<file path="src/rtl/max7219_ctrl_pkg.sv">
// Shared definitions for the MAX7219 daisy-chain controller: register
// addresses, controller state encoding and the power-up init table.
package max7219_ctrl_pkg;

    localparam logic [3:0] REG_NOOP       = 4'h0;
    localparam logic [3:0] REG_DIGIT0     = 4'h1;
    localparam logic [3:0] REG_DIGIT1     = 4'h2;
    localparam logic [3:0] REG_DIGIT2     = 4'h3;
    localparam logic [3:0] REG_DIGIT3     = 4'h4;
    localparam logic [3:0] REG_DIGIT4     = 4'h5;
    localparam logic [3:0] REG_DIGIT5     = 4'h6;
    localparam logic [3:0] REG_DIGIT6     = 4'h7;
    localparam logic [3:0] REG_DIGIT7     = 4'h8;
    localparam logic [3:0] REG_DECODE     = 4'h9;
    localparam logic [3:0] REG_INTENSITY  = 4'hA;
    localparam logic [3:0] REG_SCAN_LIMIT = 4'hB;
    localparam logic [3:0] REG_SHUTDOWN   = 4'hC;
    localparam logic [3:0] REG_TEST       = 4'hF;

    typedef enum logic [2:0] {
        ST_IDLE     = 3'd0,
        ST_SHIFT_LO = 3'd1,
        ST_SHIFT_HI = 3'd2,
        ST_LATCH    = 3'd3,
        ST_GUARD    = 3'd4
    } state_e;

    // Number of broadcast frames in the power-up sequence and last index.
    localparam int unsigned INIT_LEN      = 5;
    localparam logic [2:0]  INIT_LAST_IDX = 3'd4;

    // Power-up table: leave shutdown, scan all 8 digits, no decode,
    // mid intensity, display test off. Each entry is one 16-bit device word.
    function automatic logic [15:0] init_word(input logic [2:0] idx);
        logic [15:0] w;
        case (idx)
            3'd0:    w = {4'h0, REG_SHUTDOWN,   8'h01};
            3'd1:    w = {4'h0, REG_SCAN_LIMIT, 8'h07};
            3'd2:    w = {4'h0, REG_DECODE,     8'h00};
            3'd3:    w = {4'h0, REG_INTENSITY,  8'h07};
            3'd4:    w = {4'h0, REG_TEST,       8'h00};
            default: w = {4'h0, REG_NOOP,       8'h00};
        endcase
        return w;
    endfunction

endpackage

</file>
<file path="src/rtl/max7219_clk_tick.sv">
// Half-period timebase for the MAX7219 serial clock: while enabled, emits a
// one-cycle tick on the last cycle of every G_CLK_DIV-cycle window. The
// counter restarts from zero whenever the enable drops.
module max7219_clk_tick
    import max7219_ctrl_pkg::*;
#(
    parameter int G_CLK_DIV = 4
)
(
    input  logic clk,
    input  logic rst_n,
    input  logic i_en,
    output logic o_tick
);

    localparam int CNT_W = (G_CLK_DIV > 1) ? $clog2(G_CLK_DIV) : 1;
    localparam logic [CNT_W-1:0] CNT_MAX = CNT_W'(G_CLK_DIV - 1);

    logic [CNT_W-1:0] cnt_q;
    logic [CNT_W-1:0] cnt_d;

    // Next count: clear when disabled or at the end of a window.
    always_comb begin
        cnt_d = cnt_q;
        if (!i_en) begin
            cnt_d = '0;
        end else if (cnt_q == CNT_MAX) begin
            cnt_d = '0;
        end else begin
            cnt_d = cnt_q + CNT_W'(1'b1);
        end
    end

    // Window counter register.
    always_ff @(posedge clk or negedge rst_n) begin
        if (!rst_n) begin
            cnt_q <= '0;
        end else begin
            cnt_q <= cnt_d;
        end
    end

    assign o_tick = i_en && (cnt_q == CNT_MAX);

endmodule

</file>
<file path="src/rtl/max7219_chain_ctrl.sv">
// Frame controller for a chain of G_NB_MATRIX MAX7219 devices. A write sends
// one 16-bit word per device (farthest device first, MSB first), then pulses
// LOAD. Define MAX7219_CHAIN_INIT_SEQ_EN to send the power-up configuration
// frames automatically after reset; otherwise o_init_done is tied high.
module max7219_chain_ctrl
    import max7219_ctrl_pkg::*;
#(
    parameter int G_NB_MATRIX = 8,
    parameter int G_CLK_DIV   = 4
)
(
    input  logic                     clk,
    input  logic                     rst_n,
    input  logic                     i_wr_en,
    input  logic [3:0]               i_addr,
    input  logic [8*G_NB_MATRIX-1:0] i_data,
    output logic                     o_busy,
    output logic                     o_done,
    output logic                     o_req_drop,
    output logic                     o_init_done,
    output logic                     o_max7219_clk,
    output logic                     o_max7219_din,
    output logic                     o_max7219_load
);

    localparam int FRAME_BITS = 16 * G_NB_MATRIX;
    localparam int BCNT_W     = $clog2(FRAME_BITS + 1);
    localparam logic [BCNT_W-1:0] BCNT_FULL = BCNT_W'(FRAME_BITS);
    localparam logic [BCNT_W-1:0] BCNT_LAST = BCNT_W'(1);

    // Device i occupies bits [16i+15:16i]; the top word leaves first.
    function automatic logic [FRAME_BITS-1:0] build_frame(
        input logic [3:0]               addr,
        input logic [8*G_NB_MATRIX-1:0] data
    );
        logic [FRAME_BITS-1:0] f;
        f = '0;
        for (int i = 0; i < G_NB_MATRIX; i++) begin
            f[16*i +: 16] = {4'h0, addr, data[8*i +: 8]};
        end
        return f;
    endfunction

    state_e                state_q,   state_d;
    logic                  busy_q,    busy_d;
    logic                  done_q,    done_d;
    logic                  drop_q,    drop_d;
    logic                  sclk_q,    sclk_d;
    logic                  din_q,     din_d;
    logic                  load_q,    load_d;
    logic [FRAME_BITS-1:0] frame_q,   frame_d;
    logic [BCNT_W-1:0]     bit_cnt_q, bit_cnt_d;

    logic                  tick_s;
    logic                  tick_en_s;
    logic                  start_s;
    logic [FRAME_BITS-1:0] new_frame_s;

`ifdef MAX7219_CHAIN_INIT_SEQ_EN
    logic                  init_active_q, init_active_d;
    logic [2:0]            init_idx_q,    init_idx_d;
    logic                  init_done_q,   init_done_d;
    logic [FRAME_BITS-1:0] init_frame_cur_s;
    logic [FRAME_BITS-1:0] init_frame_nxt_s;
`endif

    assign tick_en_s = (state_q != ST_IDLE);

    max7219_clk_tick #(
        .G_CLK_DIV (G_CLK_DIV)
    ) u_clk_tick (
        .clk    (clk),
        .rst_n  (rst_n),
        .i_en   (tick_en_s),
        .o_tick (tick_s)
    );

    // Next-state and serial bus outputs; a frame start is decided in the
    // case statement and applied once at the bottom.
    always_comb begin
        state_d     = state_q;
        busy_d      = busy_q;
        done_d      = 1'b0;
        drop_d      = i_wr_en & busy_q;
        sclk_d      = sclk_q;
        din_d       = din_q;
        load_d      = load_q;
        frame_d     = frame_q;
        bit_cnt_d   = bit_cnt_q;
        start_s     = 1'b0;
        new_frame_s = '0;
`ifdef MAX7219_CHAIN_INIT_SEQ_EN
        init_active_d    = init_active_q;
        init_idx_d       = init_idx_q;
        init_done_d      = init_done_q;
        init_frame_cur_s = {G_NB_MATRIX{init_word(init_idx_q)}};
        init_frame_nxt_s = {G_NB_MATRIX{init_word(init_idx_q + 3'd1)}};
`endif

        case (state_q)
            ST_IDLE: begin
                sclk_d = 1'b0;
                load_d = 1'b0;
                din_d  = 1'b0;
`ifdef MAX7219_CHAIN_INIT_SEQ_EN
                // The init sequence owns the bus; a user write here is dropped.
                if (init_active_q) begin
                    start_s     = 1'b1;
                    new_frame_s = init_frame_cur_s;
                    drop_d      = i_wr_en;
                end else if (i_wr_en) begin
                    start_s     = 1'b1;
                    new_frame_s = build_frame(i_addr, i_data);
                end else begin
                    start_s     = 1'b0;
                end
`else
                if (i_wr_en) begin
                    start_s     = 1'b1;
                    new_frame_s = build_frame(i_addr, i_data);
                end else begin
                    start_s     = 1'b0;
                end
`endif
            end

            ST_SHIFT_LO: begin
                if (tick_s) begin
                    state_d = ST_SHIFT_HI;
                    sclk_d  = 1'b1;
                end else begin
                    state_d = ST_SHIFT_LO;
                end
            end

            ST_SHIFT_HI: begin
                if (tick_s) begin
                    sclk_d = 1'b0;
                    if (bit_cnt_q == BCNT_LAST) begin
                        state_d = ST_LATCH;
                        load_d  = 1'b1;
                    end else begin
                        state_d   = ST_SHIFT_LO;
                        din_d     = frame_q[FRAME_BITS-1];
                        frame_d   = {frame_q[FRAME_BITS-2:0], 1'b0};
                        bit_cnt_d = bit_cnt_q - BCNT_LAST;
                    end
                end else begin
                    state_d = ST_SHIFT_HI;
                end
            end

            ST_LATCH: begin
                if (tick_s) begin
                    state_d = ST_GUARD;
                    load_d  = 1'b0;
                end else begin
                    state_d = ST_LATCH;
                end
            end

            ST_GUARD: begin
                if (tick_s) begin
`ifdef MAX7219_CHAIN_INIT_SEQ_EN
                    // Init frames chain without an idle gap and without o_done.
                    if (init_active_q) begin
                        if (init_idx_q == INIT_LAST_IDX) begin
                            state_d       = ST_IDLE;
                            busy_d        = 1'b0;
                            din_d         = 1'b0;
                            init_active_d = 1'b0;
                            init_done_d   = 1'b1;
                        end else begin
                            init_idx_d  = init_idx_q + 3'd1;
                            start_s     = 1'b1;
                            new_frame_s = init_frame_nxt_s;
                        end
                    end else begin
                        state_d = ST_IDLE;
                        busy_d  = 1'b0;
                        din_d   = 1'b0;
                        done_d  = 1'b1;
                    end
`else
                    state_d = ST_IDLE;
                    busy_d  = 1'b0;
                    din_d   = 1'b0;
                    done_d  = 1'b1;
`endif
                end else begin
                    state_d = ST_GUARD;
                end
            end

            default: begin
                state_d = ST_IDLE;
                busy_d  = 1'b0;
                sclk_d  = 1'b0;
                din_d   = 1'b0;
                load_d  = 1'b0;
            end
        endcase

        // Starting a frame puts its first bit on DIN as SHIFT_LO is entered.
        if (start_s) begin
            state_d   = ST_SHIFT_LO;
            busy_d    = 1'b1;
            sclk_d    = 1'b0;
            load_d    = 1'b0;
            din_d     = new_frame_s[FRAME_BITS-1];
            frame_d   = {new_frame_s[FRAME_BITS-2:0], 1'b0};
            bit_cnt_d = BCNT_FULL;
        end else begin
            bit_cnt_d = bit_cnt_d;
        end
    end

    // Controller state, frame shifter and registered bus/status outputs.
    always_ff @(posedge clk or negedge rst_n) begin
        if (!rst_n) begin
            state_q   <= ST_IDLE;
            busy_q    <= 1'b0;
            done_q    <= 1'b0;
            drop_q    <= 1'b0;
            sclk_q    <= 1'b0;
            din_q     <= 1'b0;
            load_q    <= 1'b0;
            frame_q   <= '0;
            bit_cnt_q <= '0;
        end else begin
            state_q   <= state_d;
            busy_q    <= busy_d;
            done_q    <= done_d;
            drop_q    <= drop_d;
            sclk_q    <= sclk_d;
            din_q     <= din_d;
            load_q    <= load_d;
            frame_q   <= frame_d;
            bit_cnt_q <= bit_cnt_d;
        end
    end

`ifdef MAX7219_CHAIN_INIT_SEQ_EN
    // Init-sequence progress; every reset restarts the sequence.
    always_ff @(posedge clk or negedge rst_n) begin
        if (!rst_n) begin
            init_active_q <= 1'b1;
            init_idx_q    <= 3'd0;
            init_done_q   <= 1'b0;
        end else begin
            init_active_q <= init_active_d;
            init_idx_q    <= init_idx_d;
            init_done_q   <= init_done_d;
        end
    end

    assign o_init_done = init_done_q;
`else
    assign o_init_done = 1'b1;
`endif

    assign o_busy         = busy_q;
    assign o_done         = done_q;
    assign o_req_drop     = drop_q;
    assign o_max7219_clk  = sclk_q;
    assign o_max7219_din  = din_q;
    assign o_max7219_load = load_q;

endmodule

</file>
<file path="config.mk">
export PLATFORM = sky130hd
export DESIGN_NAME = max7219_chain_ctrl
export DESIGN_NICKNAME = d
export VERILOG_FILES = /design/src/rtl/max7219_ctrl_pkg.sv /design/src/rtl/max7219_clk_tick.sv /design/src/rtl/max7219_chain_ctrl.sv
export SDC_FILE = /design/constraint.sdc
export NUM_CORES = 1
export LEC_CHECK = 0
export CAP_MARGIN = 40
export CORE_UTILIZATION = 25
export CTS_BUF_LIST = sky130_fd_sc_hd__clkbuf_8
export DETAILED_ROUTE_END_ITERATION = 16
export PLACE_DENSITY_LB_ADDON = 0.25
export REMOVE_ABC_BUFFERS = 1
export SYNTH_ARGS = -nofsm -noshare
export SYNTH_HDL_FRONTEND = slang
export SYNTH_HIERARCHICAL = 1
export SYNTH_SLANG_ARGS = --single-unit
export TNS_END_PERCENT = 100
</file>
<file path="constraint.sdc">
create_clock -name clk -period 4.1 [get_ports clk]
set_clock_uncertainty 0.15 [all_clocks]
set_input_delay 0.615 -clock clk [delete_from_list [all_inputs] [get_ports clk]]
set_output_delay 0.615 -clock clk [all_outputs]
set_load 0.05 [all_outputs]
</file>
==> results_dict.tcl <==
set metrics [dict create \
    status "finished clean" \
    hold_class "in -> async" \
    cp-end-kind "register" \
    path_class "reg -> reg" \
    p_comb_frac 0.295 \
    grt_pass1_wl_um 25360 \
    cts_setup_buffers 0 \
    reg2reg_to "frame_q[74]" \
    post_cts_resize_count 0 \
    layout_commonest_cell "dfrtp_1" \
    path_max_fanout 50 \
    wl_per_cell_um 15.11 \
    ys_seq_area_frac 0.5749 \
    drv_slew 0 \
    detailed_place.area_um2 7363 \
    start_util 0.2583 \
    dp_hpwl_um 8434 \
    ys_seq_elements 146 \
    slowest_delay_ps 560 \
    cp.arrival_ps 3180 \
    fin_nets 744 \
    multi_input_area_um2 2390 \
    leakage_nw 3.492 \
    antennaDiodeCount 0 \
    drt-initial-drc-count 411 \
    core-area_um2 24600 \
    cp.required_ps 4310 \
    layout-area-overhead-vs-synth_pct 23.10 \
    wl_um 15200 \
    rr_worst_depth 8 \
    fin_area_um2 7823 \
    drc 0 \
    setup_tns_ps 0 \
    place_congestion 0.7036 \
    ys_warn_count 6 \
    synth.distinct_cells 44 \
    vias 4767 \
    grt.total_usage 0.1211 \
    first_global_vias 4747 \
    insertion_delay_ps 440 \
    path_clk_slew_ps 90 \
    p_switching_mw 1.704 \
    cts-buffers-inserted 17 \
    synth_flop_cell "dfrtp_1" \
    fmax_ghz 0.3367 \
    cts_tree "done" \
    fin_total_pwr_mw 5.345 \
    nFillCells 2565 \
    first_pass_iters 4 \
    h-tree-depth 4 \
    clockBufferDepth 2 \
    relSlewSlack 0.4663 \
    critPathSlowestCell "o21a_4" \
    pwr-share-clk 0.245 \
    fin_crit_sh 0.7244 \
    syn_inst 623 \
    die_h_um 161.4 \
    grt_antenna_before_repair 0 \
    maxCapViolCount 0 \
    grt_setup_unrepaired "no" \
    cts_sinks 146 \
    p_sw_frac 0.3187 \
    r2r_slack_ps 1130 \
    drive_gt1_frac 0.07038 \
    dieArea_um2 26060 \
    final_antenna_net_count 0 \
    ctsHoldBuffers 0 \
    intPower_mw 3.641 \
    crit_chain "nor2_1, nand2_1, and2_2, and4bb_2, o21a_4, buf_4, a21oi_1, a21oi_1" \
    synth_edf_count 0 \
    grt_max_degree 132 \
    most-common-layout-cells "dfrtp_1 (146), a21oi_1 (115), nand2_1 (112)" \
    avgSynthCellArea_um2 10.20 \
    setup_viol 0 \
    fp.dieW_um 161.4 \
    syn_area_um2 6355 \
    portBuffers 76 \
    max_slew.worst_pin.slew_ps 797.6 \
    root_buffer "clkbuf_8" \
    grt-ovfl-total 0 \
    register_area_um2 3654 \
    finalHoldViolations 0 \
    vdd_drop_max_mv 0.1994 \
    reg2reg_from "state_q[0]" \
    fin_crit_ps 2970 \
    start_kind "register" \
    power_density_nw_per_um2 683.3 \
    ys_async_sr_fraction 1.000 \
    cp_common_cell "a21oi_1" \
    rows 57 \
    pin_count 78 \
    viasPerCell 4.739 \
    seq_power_share 0.460 \
]
cells by family after synthesis:
family | synth area share
muxes | 0.004726
adders and majority gates | 0.005907
DFF | 0.5749
AOI/OAI and AO/OA | 0.1943
buffers and inverters | 0.05218
and+or+nand+nor | 0.1646
xor gates and xnor gates | 0.002757
other | 0.0005901
power by group through the flow:
stage	clock (mW)	combinational [mW]	sequential [mW]
2_1_floorplan	0	1.17	2.41
5_1_grt	1.43	1.81	2.55
4_1_cts	1.36	1.61	2.46
6_report	1.31	1.58	2.46
3_5_place_dp	0	1.60	2.47
3_3_place_gp	0	1.56	2.48
cells in the mapped netlist, types with 2 or more instances:
cell type  instances  area (um^2)
and2_1             4        25.02
buf_1              6        22.52
nand3_1            2        10.01
a21oi_1          115        575.6
buf_6             11        123.9
buf_2              6        30.03
or4_1              2        15.01
clkbuf_1          32        120.1
a221o_1           55        550.5
nor2_1            22        82.58
inv_1              6        22.52
mux2i_1            3        30.03
nand4_1            2        12.51
nand3b_1           2        15.01
and3_1            58        362.9
nor2b_1            2        12.51
o21ai_0            6        30.03
nor3_1             4        20.02
ha_1               3        37.54
nand2_1          113        424.2
dfrtp_1          146         3654
final cells by class:
type | instances | area share
well taps | 324 | 0.05182
clock buffers | 20 | 0.03519
repair buffers | 85 | 0.1140
inverters | 6 | 0.002879
multi-input cells | 414 | 0.3055
flip-flops and latches | 146 | 0.4671
clock inverters | 11 | 0.02351
layer usage:
layer,GRT usage,up-vias,part of all wire
met5,0,-,0
met4,0.02702,0,0.0059
met3,0.03595,5,0.045
met2,0.1803,97,0.44
met1,0.1720,2352,0.51
li1,-,2313,-
state kept, by name, indices dropped and copies added (netlist names), 2 cells and up:
| name | flops |
|---|---|
| state_q | 3 |
| bit_cnt_q | 8 |
| frame_q | 127 |
| u_clk_tick/cnt_q | 2 |
per-stage QoR:
stage	cells	util	setup WS, ps	hold slack (ps)
2_1_floorplan	566	-	12.65	169.4
3_3_place_gp	975	0.2993	975.2	300.8
3_5_place_dp	975	0.2993	972.0	292.1
4_1_cts	1006	0.3179	1133	80.57
5_1_grt	1006	0.3179	852.0	104.9
6_report	1006	0.3179	1130	76.73
worst max-delay path: cells and delay by family (launching register included):
kind	cells	cell delay, ps
DFF	1	510
AOI/OAI and AO/OA	3	840
and+or+nand+nor	4	950
buffers and inverters	1	400
worst max-delay path by stage:
stage | startpoint | slack, ps | cells after the start | endpoint
6_report | state_q[0] | 1130 | 8 | frame_q[74]
5_1_grt | state_q[0] | 850 | 8 | frame_q[76]
4_1_cts | state_q[0] | 1130 | 8 | frame_q[74]
3_5_place_dp | i_wr_en | 970 | 5 | frame_q[76]
3_3_place_gp | i_wr_en | 980 | 5 | frame_q[28]
2_1_floorplan | state_q[0] | 10 | 7 | bit_cnt_q[0]
(Power assumes the default switching activity.)
